<file path="config.mk">
export PLATFORM = sky130hd
export DESIGN_NAME = multicycle_alu
export DESIGN_NICKNAME = d
export VERILOG_FILES = /design/src/rtl/multicycle_alu.sv
export SDC_FILE = /design/constraint.sdc
export NUM_CORES = 1
export LEC_CHECK = 0
export BUFFER_PORTS_ARGS = -buffer_cell sky130_fd_sc_hd__clkbuf_2
export CAP_MARGIN = 20
export CORE_ASPECT_RATIO = 1.5
export CORE_UTILIZATION = 45
export CTS_CLUSTER_SIZE = 16
export DETAILED_ROUTE_END_ITERATION = 7
export PLACE_DENSITY_LB_ADDON = 0.1
export SYNTH_ARGS = -nofsm -noshare
export SYNTH_HDL_FRONTEND = slang
export SYNTH_SLANG_ARGS = --single-unit
</file>
<file path="constraint.sdc">
create_clock -name clk -period 5.2 [get_ports clk]
set_input_delay 0 -clock clk [delete_from_list [all_inputs] [get_ports clk]]
set_output_delay 0 -clock clk [all_outputs]
set_load 0.005 [all_outputs]
</file>
<file path="src/rtl/multicycle_alu.sv">
// Integer ALU with iterative RV M-extension multiply/divide.
// Latency: 1 cycle for base ops, XLEN+1 cycles for MUL*/DIV*/REM*.
// Backpressure: result held in DONE until out_ready; no new request accepted while computing.
//
// Ports:
//   clk, reset            - clock, synchronous active-high reset
//   in_valid / in_ready   - request handshake; opcode/funct3/funct7/op_a/op_b captured on accept
//   out_valid / out_ready - result handshake; result and bcond valid while out_valid
//   result, bcond         - operation result and branch-taken flag
//   busy                  - high while an iterative op is in progress
module multicycle_alu #(
    parameter int XLEN  = 32,
    parameter int M_EXT = 1
) (
    input  logic            clk,
    input  logic            reset,
    input  logic            in_valid,
    output logic            in_ready,
    input  logic [6:0]      opcode,
    input  logic [2:0]      funct3,
    input  logic [6:0]      funct7,
    input  logic [XLEN-1:0] op_a,
    input  logic [XLEN-1:0] op_b,
    output logic            out_valid,
    input  logic            out_ready,
    output logic [XLEN-1:0] result,
    output logic            bcond,
    output logic            busy
);
    localparam int SW = $clog2(XLEN);
    localparam int CW = SW + 1;
    localparam logic [CW-1:0] LAST = CW'(XLEN - 1);

    localparam logic [6:0] OP_ARITH     = 7'b0110011;
    localparam logic [6:0] OP_ARITH_IMM = 7'b0010011;
    localparam logic [6:0] OP_LOAD      = 7'b0000011;
    localparam logic [6:0] OP_STORE     = 7'b0100011;
    localparam logic [6:0] OP_BRANCH    = 7'b1100011;

    typedef enum logic [1:0] {S_IDLE, S_CALC, S_DONE} state_t;

    state_t              state_q, state_d;
    logic [CW-1:0]       cnt_q, cnt_d;
    logic [2*XLEN-1:0]   acc_q, acc_d;      // mul: {partial product, multiplier}; div: {remainder, quotient}
    logic [XLEN-1:0]     mcand_q, mcand_d;  // multiplicand or divisor magnitude
    logic [XLEN-1:0]     a_q, a_d;          // raw dividend, returned by REM on divide-by-zero
    logic [2:0]          f3_q, f3_d;
    logic                neg_q, neg_d;      // negate product / quotient at completion
    logic                neg_rem_q, neg_rem_d;
    logic                div0_q, div0_d;
    logic [XLEN-1:0]     result_q, result_d;
    logic                bcond_q, bcond_d;

    logic                accept;
    logic                mext_op;
    logic                alt;
    logic [SW-1:0]       shamt;
    logic [XLEN-1:0]     sc_res;
    logic                sc_bc;

    assign accept  = in_valid && in_ready;
    assign alt     = (funct7 == 7'b0100000);
    assign shamt   = op_b[SW-1:0];
    assign mext_op = (M_EXT != 0) && (opcode == OP_ARITH) && (funct7 == 7'b0000001);

    // Single-cycle datapath
    always_comb begin
        sc_res = op_a + op_b;
        sc_bc  = 1'b0;
        case (opcode)
            OP_ARITH, OP_ARITH_IMM: begin
                case (funct3)
                    3'b000:  sc_res = (opcode == OP_ARITH && alt) ? op_a - op_b : op_a + op_b;
                    3'b001:  sc_res = op_a << shamt;
                    3'b010:  sc_res = {{(XLEN-1){1'b0}}, ($signed(op_a) < $signed(op_b))};
                    3'b011:  sc_res = {{(XLEN-1){1'b0}}, (op_a < op_b)};
                    3'b100:  sc_res = op_a ^ op_b;
                    3'b101:  sc_res = alt ? XLEN'($signed(op_a) >>> shamt) : op_a >> shamt;
                    3'b110:  sc_res = op_a | op_b;
                    default: sc_res = op_a & op_b;
                endcase
            end
            OP_BRANCH: begin
                sc_res = op_a - op_b;
                case (funct3)
                    3'b000:  sc_bc = (op_a == op_b);
                    3'b001:  sc_bc = (op_a != op_b);
                    3'b100:  sc_bc = ($signed(op_a) < $signed(op_b));
                    3'b101:  sc_bc = ($signed(op_a) >= $signed(op_b));
                    3'b110:  sc_bc = (op_a < op_b);
                    3'b111:  sc_bc = (op_a >= op_b);
                    default: sc_bc = 1'b0;
                endcase
            end
            default: sc_res = op_a + op_b;  // LOAD, STORE and unknown opcodes
        endcase
    end

    // Operand setup: iterate on magnitudes, remember which signs to restore.
    logic            a_sgn, b_sgn, sa, sb;
    logic [XLEN-1:0] mag_a, mag_b;
    assign a_sgn = (funct3 == 3'b001) || (funct3 == 3'b010) || (funct3 == 3'b100) || (funct3 == 3'b110);
    assign b_sgn = (funct3 == 3'b001) || (funct3 == 3'b100) || (funct3 == 3'b110);
    assign sa    = a_sgn && op_a[XLEN-1];
    assign sb    = b_sgn && op_b[XLEN-1];
    assign mag_a = sa ? ({XLEN{1'b0}} - op_a) : op_a;
    assign mag_b = sb ? ({XLEN{1'b0}} - op_b) : op_b;

    // One shift-add multiply step: add multiplicand into the upper half when the
    // current multiplier bit is set, then shift the whole product right.
    logic [XLEN:0]     mul_sum;
    logic [2*XLEN-1:0] mul_next;
    assign mul_sum  = {1'b0, acc_q[2*XLEN-1:XLEN]} + (acc_q[0] ? {1'b0, mcand_q} : {(XLEN+1){1'b0}});
    assign mul_next = {mul_sum, acc_q[XLEN-1:1]};

    // One restoring divide step: shift next dividend bit into the remainder, subtract if it fits.
    logic [XLEN:0]     div_tmp, div_diff;
    logic              div_ge;
    logic [XLEN-1:0]   div_rem;
    logic [2*XLEN-1:0] div_next;
    assign div_tmp  = {acc_q[2*XLEN-1:XLEN], acc_q[XLEN-1]};
    assign div_ge   = (div_tmp >= {1'b0, mcand_q});
    assign div_diff = div_tmp - {1'b0, mcand_q};
    assign div_rem  = div_ge ? div_diff[XLEN-1:0] : div_tmp[XLEN-1:0];
    assign div_next = {div_rem, acc_q[XLEN-2:0], div_ge};

    logic [2*XLEN-1:0] step_next, prod_fix;
    logic [XLEN-1:0]   quo, rem, fin_res;
    assign step_next = f3_q[2] ? div_next : mul_next;
    assign prod_fix  = neg_q ? ({(2*XLEN){1'b0}} - step_next) : step_next;
    assign quo       = step_next[XLEN-1:0];
    assign rem       = step_next[2*XLEN-1:XLEN];

    always_comb begin
        case (f3_q)
            3'b000:         fin_res = prod_fix[XLEN-1:0];
            3'b100, 3'b101: fin_res = div0_q ? {XLEN{1'b1}} : (neg_q ? ({XLEN{1'b0}} - quo) : quo);
            3'b110, 3'b111: fin_res = div0_q ? a_q : (neg_rem_q ? ({XLEN{1'b0}} - rem) : rem);
            default:        fin_res = prod_fix[2*XLEN-1:XLEN];
        endcase
    end

    // Next-state logic
    always_comb begin
        state_d   = state_q;
        cnt_d     = cnt_q;
        acc_d     = acc_q;
        mcand_d   = mcand_q;
        a_d       = a_q;
        f3_d      = f3_q;
        neg_d     = neg_q;
        neg_rem_d = neg_rem_q;
        div0_d    = div0_q;
        result_d  = result_q;
        bcond_d   = bcond_q;

        case (state_q)
            S_CALC: begin
                acc_d = step_next;
                cnt_d = cnt_q + CW'(1);
                if (cnt_q == LAST) begin
                    state_d  = S_DONE;
                    result_d = fin_res;
                    bcond_d  = 1'b0;
                end
            end
            S_DONE: begin
                if (out_ready) begin
                    state_d = S_IDLE;
                end
            end
            default: ;
        endcase

        // An accept in DONE overrides the return to IDLE.
        if (accept) begin
            cnt_d = '0;
            if (mext_op) begin
                state_d   = S_CALC;
                f3_d      = funct3;
                acc_d     = {{XLEN{1'b0}}, (funct3[2] ? mag_a : mag_b)};
                mcand_d   = funct3[2] ? mag_b : mag_a;
                a_d       = op_a;
                neg_d     = sa ^ sb;
                neg_rem_d = sa;
                div0_d    = (op_b == {XLEN{1'b0}});
            end else begin
                state_d  = S_DONE;
                result_d = sc_res;
                bcond_d  = sc_bc;
            end
        end
    end

    always_ff @(posedge clk) begin
        if (reset) begin
            state_q   <= S_IDLE;
            cnt_q     <= '0;
            acc_q     <= '0;
            mcand_q   <= '0;
            a_q       <= '0;
            f3_q      <= '0;
            neg_q     <= 1'b0;
            neg_rem_q <= 1'b0;
            div0_q    <= 1'b0;
            result_q  <= '0;
            bcond_q   <= 1'b0;
        end else begin
            state_q   <= state_d;
            cnt_q     <= cnt_d;
            acc_q     <= acc_d;
            mcand_q   <= mcand_d;
            a_q       <= a_d;
            f3_q      <= f3_d;
            neg_q     <= neg_d;
            neg_rem_q <= neg_rem_d;
            div0_q    <= div0_d;
            result_q  <= result_d;
            bcond_q   <= bcond_d;
        end
    end

    assign in_ready  = (state_q == S_IDLE) || ((state_q == S_DONE) && out_ready);
    assign out_valid = (state_q == S_DONE);
    assign busy      = (state_q == S_CALC);
    assign result    = result_q;
    assign bcond     = bcond_q;

endmodule

</file>
Word level (Yosys, flattened, before mapping)
Index checks and enable logic that the tools add are counted.
Word-level totals
  register bits: 175
  output and inout bits: 36
  word-level logic and storage cells: 114
  bits of input ports: 85
  memory bits (writable): 0
  latch bits: 0
  memories: 0
  ROM bits: 0
Operators by class
  div/mod/pow operators: 0
  order comparisons: 5
  shift-type cells: 3
  multiplexer cells: 35
  add/sub/neg operators: 10
  bitwise gates (word level): 4
  multipliers: 0
  eq/ne operators: 23
  reductions and logical operators: 23
Operator list (count)
  32-bit two-way mux: 16
  64-bit two-way mux: 5
  32-bit one-hot mux with 7 select lines: 1
  1-bit by 32-bit subtractor with 32-bit output (first input constant): 4
  32-bit one-hot mux with 3 select lines: 1
  32-bit >= comparator: 2
  32-bit < comparator: 2
  32-bit one-hot mux with 2 select lines: 1
  1-bit by 64-bit subtractor with 64-bit output (first input constant): 1
  32-bit subtractor: 2
  32-bit by 32-bit adder with 33-bit output: 1
  33-bit by 32-bit >= comparator with 1-bit output: 1
  32-bit adder: 1
  32-bit bitwise AND: 1
  32-bit == test: 1
  32-bit logical NOT: 1
  32-bit inequality test: 1
  32-bit OR: 1
  32-bit by 5-bit left shift with 32-bit output: 1
  32-bit by 5-bit >> shifter with 32-bit output: 1
  32-bit by 5-bit >>> shifter with 32-bit output: 1
  32-bit XOR: 1
  3-bit == test (second input constant): 8
  7-bit by 6-bit == test with 1-bit output (second input constant): 2
  23 further kinds: 46

Logic depth before layout (Yosys ltp)
  word-level depth: 11
  gate-level depth with buffers: 25
  mapped depth without buffers: 20

Worst setup path after synthesis
OpenSTA, ideal clock, no wires.
  kind: reg-to-reg
  start: register f3_q[2]
  end: register result_q[4], in the netlist result[4]
  setup time: 0.095 ns
  data required time: 5.105 ns
  stages on the path, launching flop included: 24
  path slack: -0.134 ns
  buffers on the path: 9
  clock period less this slack: 5.334 ns
  arrival time: 5.238 ns
  cells stage by stage: dfxtp_1 -> clkbuf_1 -> clkbuf_1 -> buf_2 -> buf_2 -> buf_2 -> buf_2 -> clkbuf_1 -> clkbuf_1 -> nor2b_1 -> nor2_1 -> ha_1 -> o211ai_1 -> or3_1 -> nor2_1 -> nand3_1 -> or2_2 -> clkbuf_1 -> o31ai_1 -> xnor2_1 -> nor2_1 -> nor3_1 -> a21oi_1 -> a221oi_1
Between the ends
  cells in the longest elaborated chain, start to end: 9
  elaborated cells between the ends (all ways): 21
RTL lines
  start: declaration: line 47  | logic [2:0] f3_q, f3_d;
  start signal: assignment: line 202  | f3_q <= '0;
  start signal: assignment: line 214  | f3_q <= f3_d;
  64-bit two-way mux: line 129  | assign step_next = f3_q[2] ? div_next : mul_next;
  1-bit by 32-bit subtractor with 32-bit output, on equally long branches: line 138, 137
  32-bit two-way mux, on equally long branches (2 in a row): line 138, 137
  32-bit one-hot mux with 3 select lines (*): line 135  | case (f3_q)
  32-bit two-way mux (*): line 161  | if (cnt_q == LAST) begin
  32-bit two-way mux (*): line 157  | case (state_q)
  32-bit two-way mux: line 178  | if (mext_op) begin
  32-bit two-way mux (*): line 176  | if (accept) begin
  end signal: assignment: line 218  | result_q <= result_d;
  end: declaration: line 51  | logic [XLEN-1:0] result_q, result_d;
Every way passes the cells marked *; elsewhere a longest branch is shown, timed or not.
A chain may end at the register's enable or synchronous reset.

Worst setup path in the final report
  start: register mcand_q[31]
  end: register result_q[19], in the netlist result[19]
Between the ends
  cells in the longest elaborated chain, start to end: 11
  elaborated cells between the ends (all ways): 16
RTL lines
  start: declaration: line 45  | logic [XLEN-1:0] mcand_q, mcand_d;
  start signal: assignment: line 212  | mcand_q <= mcand_d;
  33-bit by 32-bit >= comparator with 1-bit output (*): line 122  | assign div_ge = (div_tmp >= {1'b0, mcand_q});
  32-bit two-way mux: line 124  | assign div_rem = div_ge ? div_diff[XLEN-1:0] : div_tmp[XLEN-1:0];
  64-bit two-way mux (*): line 129
  1-bit by 32-bit subtractor with 32-bit output: line 138  | 3'b110, 3'b111: fin_res = div0_q ? a_q : (neg_rem_q ? ({XLEN{1'b0}} - rem) : rem);
  32-bit two-way mux (2 in a row): line 138
  32-bit one-hot mux with 3 select lines (*): line 135
  32-bit two-way mux (*): line 161
  32-bit two-way mux (*): line 157
  32-bit two-way mux: line 178
  32-bit two-way mux (*): line 176
Marks and branches as above.

==> results.md <==
- RR Endpoint: result[19]
- Clock buffer depth: 2
- Pint: 0.00257 W
- Area after DPL: 29000 um2
- Critical Path RT: 5.60 ns
- Largest net degree at the start of global routing: 104
- Layout area overhead: 11.6%
- CP max FO: 11
- Peak VDD IR: 257 uV
- R2R Path Start: mcand_q[31]
- Final period util: 96.9%
- Setup Crit Path Kind: flip-flop to flip-flop
- R2R setup slack: 0.16 ns
- RSZ-0062 raised after global routing: true
- Syn_nets: 4167
- Most frequent cells in the layout: nand2_1, nor2_1, a21oi_1
- Fin crit period: 5.04 ns
- Main area contributors after synthesis: dfxtp_1, ha_1, a21oi_1
- Total gr overflow: 0
- Setup TNS: 0 ns
- Final hold vios: 0
- CP endpoint kind: flip-flop
- Hold Path Stages: 3
- HP Class: input pin to flip-flop
- Post-DR wirelength/cell: 32.1 um
- Final setup fails: 0
- CP max stage delay: 0.67 ns
- Synth async-reset ratio: 0%
- Commonest non-fill, non-tap cell in the layout: nand2_1
- CTS tree: yes
- Dpl cells: 4745
- Worst hold start: op_a[25]
- Peak Freq: 198 MHz
- Post-Syn Instances: 3908
- Switching Share: 42.7%
- Final Cell Area: 29800 um2
- Worst path cell trace: inv_1 -> ha_1 -> nand4b_4 -> or4_4 -> or3_4 -> and3_4 -> buf_4 -> nand2_4 -> buf_4 -> a221oi_1 -> a21o_1 -> buf_4 -> nor4_1 -> buf_4 -> a31oi_1 -> xnor2_1 -> o2111ai_1 -> buf_4 -> a211oi_1
- GRT Total Usage: 50.3%
- Clk sinks: 175
- Most common cell on crit path: buf_4
- Biggest area consumer among synthesized cells: dfxtp_1
- Final #Nets: 4269
- Initial antenna violation count: 17
- Mapped cell area: 26700 um2
- Critical path buffers and inverters: 6
- Slew @ Worst Pin: 1.52 ns
- Final worst setup slack: 0.159 ns
- Critical Path Source: mcand_q[31]
- Die area: 60400 um2
- # H-tree levels: 4
- Number of global-route vias before repair: 31700
- Number of synthesized flops with an enable pin: 0
- Dpl hpwl: 120000 um
- Clock Power Share: 29.1%
- Startpoint class of the critical path: flip-flop
- Skew final: 0.0206 ns
- Comb power frac: 39.4%
- Power density cells: 151 nW/um2
- Final ANT Viol Nets: 0
- CP delay by family, top: simple AND/OR/NAND/NOR gates
- Area fraction of the dominant cell type after synthesis: 13.1%
- Failing checks: slew limit
- Layout Cells excl Fill: 4809
- Sequential group share of total power: 31.5%
- Final Max Slew Viols: 1
- Avg Cell Area, Syn: 6.84 um2
- Post-synth top flop: dfxtp_1
- Drt pass-1 iters: 6
- Sequential fraction of the synthesis area: 13.1%
- IO Pins: 121
- Netlist cell types: 109
- FF-to-FF path depth: 19
- Ys Warns: 0
- Status: complete, but fails checks
- Port buffer count: 120
- Clock latency on the worst-skew pair: 0.50 ns
- Die height: 300 um
- Initial Util: 45.5%
- Clk pin slew, worst setup/hold paths: 0.07 ns
- DR vias: 32900
- P_leak: 12.0 nW
- Worst Path Arrival: 5.44 ns
- Layout cells sized above 1: 12.8%
- Pre-CTS setup slack: -0.0103 ns
- Die width: 201 um
- Crit-path slowest cell: or4_4
- Total CTS buffers: 17
- Slew HR: -1.40%
- 1st-iter DRT viols: 3398
- FF+latch count, synth: 175
- Via density: 6.84
- WL final: 154000 um
- Core Footprint: 58800 um2
- Switch Pwr: 0.00192 W
- Placer Congestion: 1.12
- Max cap viols: 0
- Pwr Total: 0.00449 W
- Remaining DRCs: 0
- CTS root buf: clkbuf_16
- First-pass GRT wire length: 221000 um
- Hold EP: a_q[25]
- Row Count: 109
-- synthesized netlist by cell type, types with 59 or more instances --
cell type / n
clkbuf_1: 230
a21oi_1: 380
nand3_1: 81
and2_1: 59
o211ai_1: 120
dfxtp_1: 175
nand2_1: 435
nor2_1: 386
nor3_1: 90
inv_1: 163
o21ai_0: 302
ha_1: 170
mux2i_1: 137
xnor2_1: 158
a211oi_1: 86
-- worst reg2reg max path: stages, from the launching register on --
cell	delay, ns
dfxtp_1	0.42
inv_1	0.06
ha_1	0.38
nand4b_4	0.27
or4_4	0.67
or3_4	0.37
and3_4	0.19
buf_4	0.18
nand2_4	0.09
buf_4	0.20
a221oi_1	0.19
a21o_1	0.25
buf_4	0.15
nor4_1	0.47
buf_4	0.22
a31oi_1	0.10
xnor2_1	0.18
o2111ai_1	0.16
buf_4	0.19
a211oi_1	0.21
-- per-stage QoR --
| stage | hold WS (ns) | utilization, % |
|---|---|---|
| global placement | 0.312 | 49.3 |
| detailed placement | 0.322 | 49.3 |
| global route | 0.0312 | 50.7 |
| floorplan | 0.133 | - |
| CTS | 0.00302 | 50.5 |
| finish | 0.0194 | 50.7 |
-- kinds of logic after synthesis --
group / after synthesis / synth area share, %
AOI/OAI and AO/OA: 1408 / 34.8
adders and majority gates: 174 / 8.26
and+or+nand+nor: 1312 / 22.8
DFF: 175 / 13.1
buffers and inverters: 463 / 6.75
xor gates and xnor gates: 197 / 6.46
muxes: 179 / 7.87
-- layout make-up --
| class | instances | area (um2) |
|---|---|---|
| diodes | 9 | 22.5 |
| clock inverters | 10 | 80.1 |
| fillers | 6233 | 29000 |
| inverters | 170 | 638 |
| well taps | 777 | 972 |
| multi-input cells | 3270 | 21500 |
| clock buffers | 22 | 464 |
| repair buffers | 376 | 2630 |
| flip-flops and latches | 175 | 3510 |
-- per-layer routing --
layer,up-vias,part of all wire [%],track usage [%],wire [um]
met5,-,0.049,0.238,76
met3,891,9.1,14.8,14000
met2,2039,45,82.2,69900
li1,14600,-,-,-
met1,15400,32,47.2,48800
met4,12,14,59.0,21500
-- power by group through the flow --
stage	Combinational [W]	Clock [W]	Sequential [W]
2_1_floorplan	0.000980	0	0.00142
3_3_place_gp	0.00165	0	0.00144
3_5_place_dp	0.00165	0	0.00144
4_1_cts	0.00166	0.00130	0.00141
5_1_grt	0.00184	0.00134	0.00141
6_report	0.00177	0.00131	0.00141
-- worst max-delay path by stage --
| stage | end | slack [ns] | depth (start not counted) |
|---|---|---|---|
| 2_1_floorplan | result[4] | 0.03 | 23 |
| 3_3_place_gp | result[30] | 0.07 | 19 |
| 3_5_place_dp | result[30] | -0.01 | 19 |
| 4_1_cts | result[28] | 0.02 | 21 |
| 5_1_grt | result[28] | -0.09 | 20 |
| 6_report | result[19] | 0.16 | 19 |
-- flip-flops by register name, summed over array words and instances, names as in the netlist --
register / cells
neg_rem_q: 1
neg_q: 1
mcand_q: 32
acc_q: 64
div0_q: 1
state_q: 2
a_q: 32
result: 32
cnt_q: 6
bcond: 1
f3_q: 3
-- repair_timing --
item | 4_1_cts | 5_1_grt
hold buffers | 15 | 0
endpoints found under the setup margin | 0 | 19
gates resized for setup | 0 | 8
setup buffers | 0 | 1
hold endpoints to repair | 22 | 0
(Power assumes the default switching activity.)
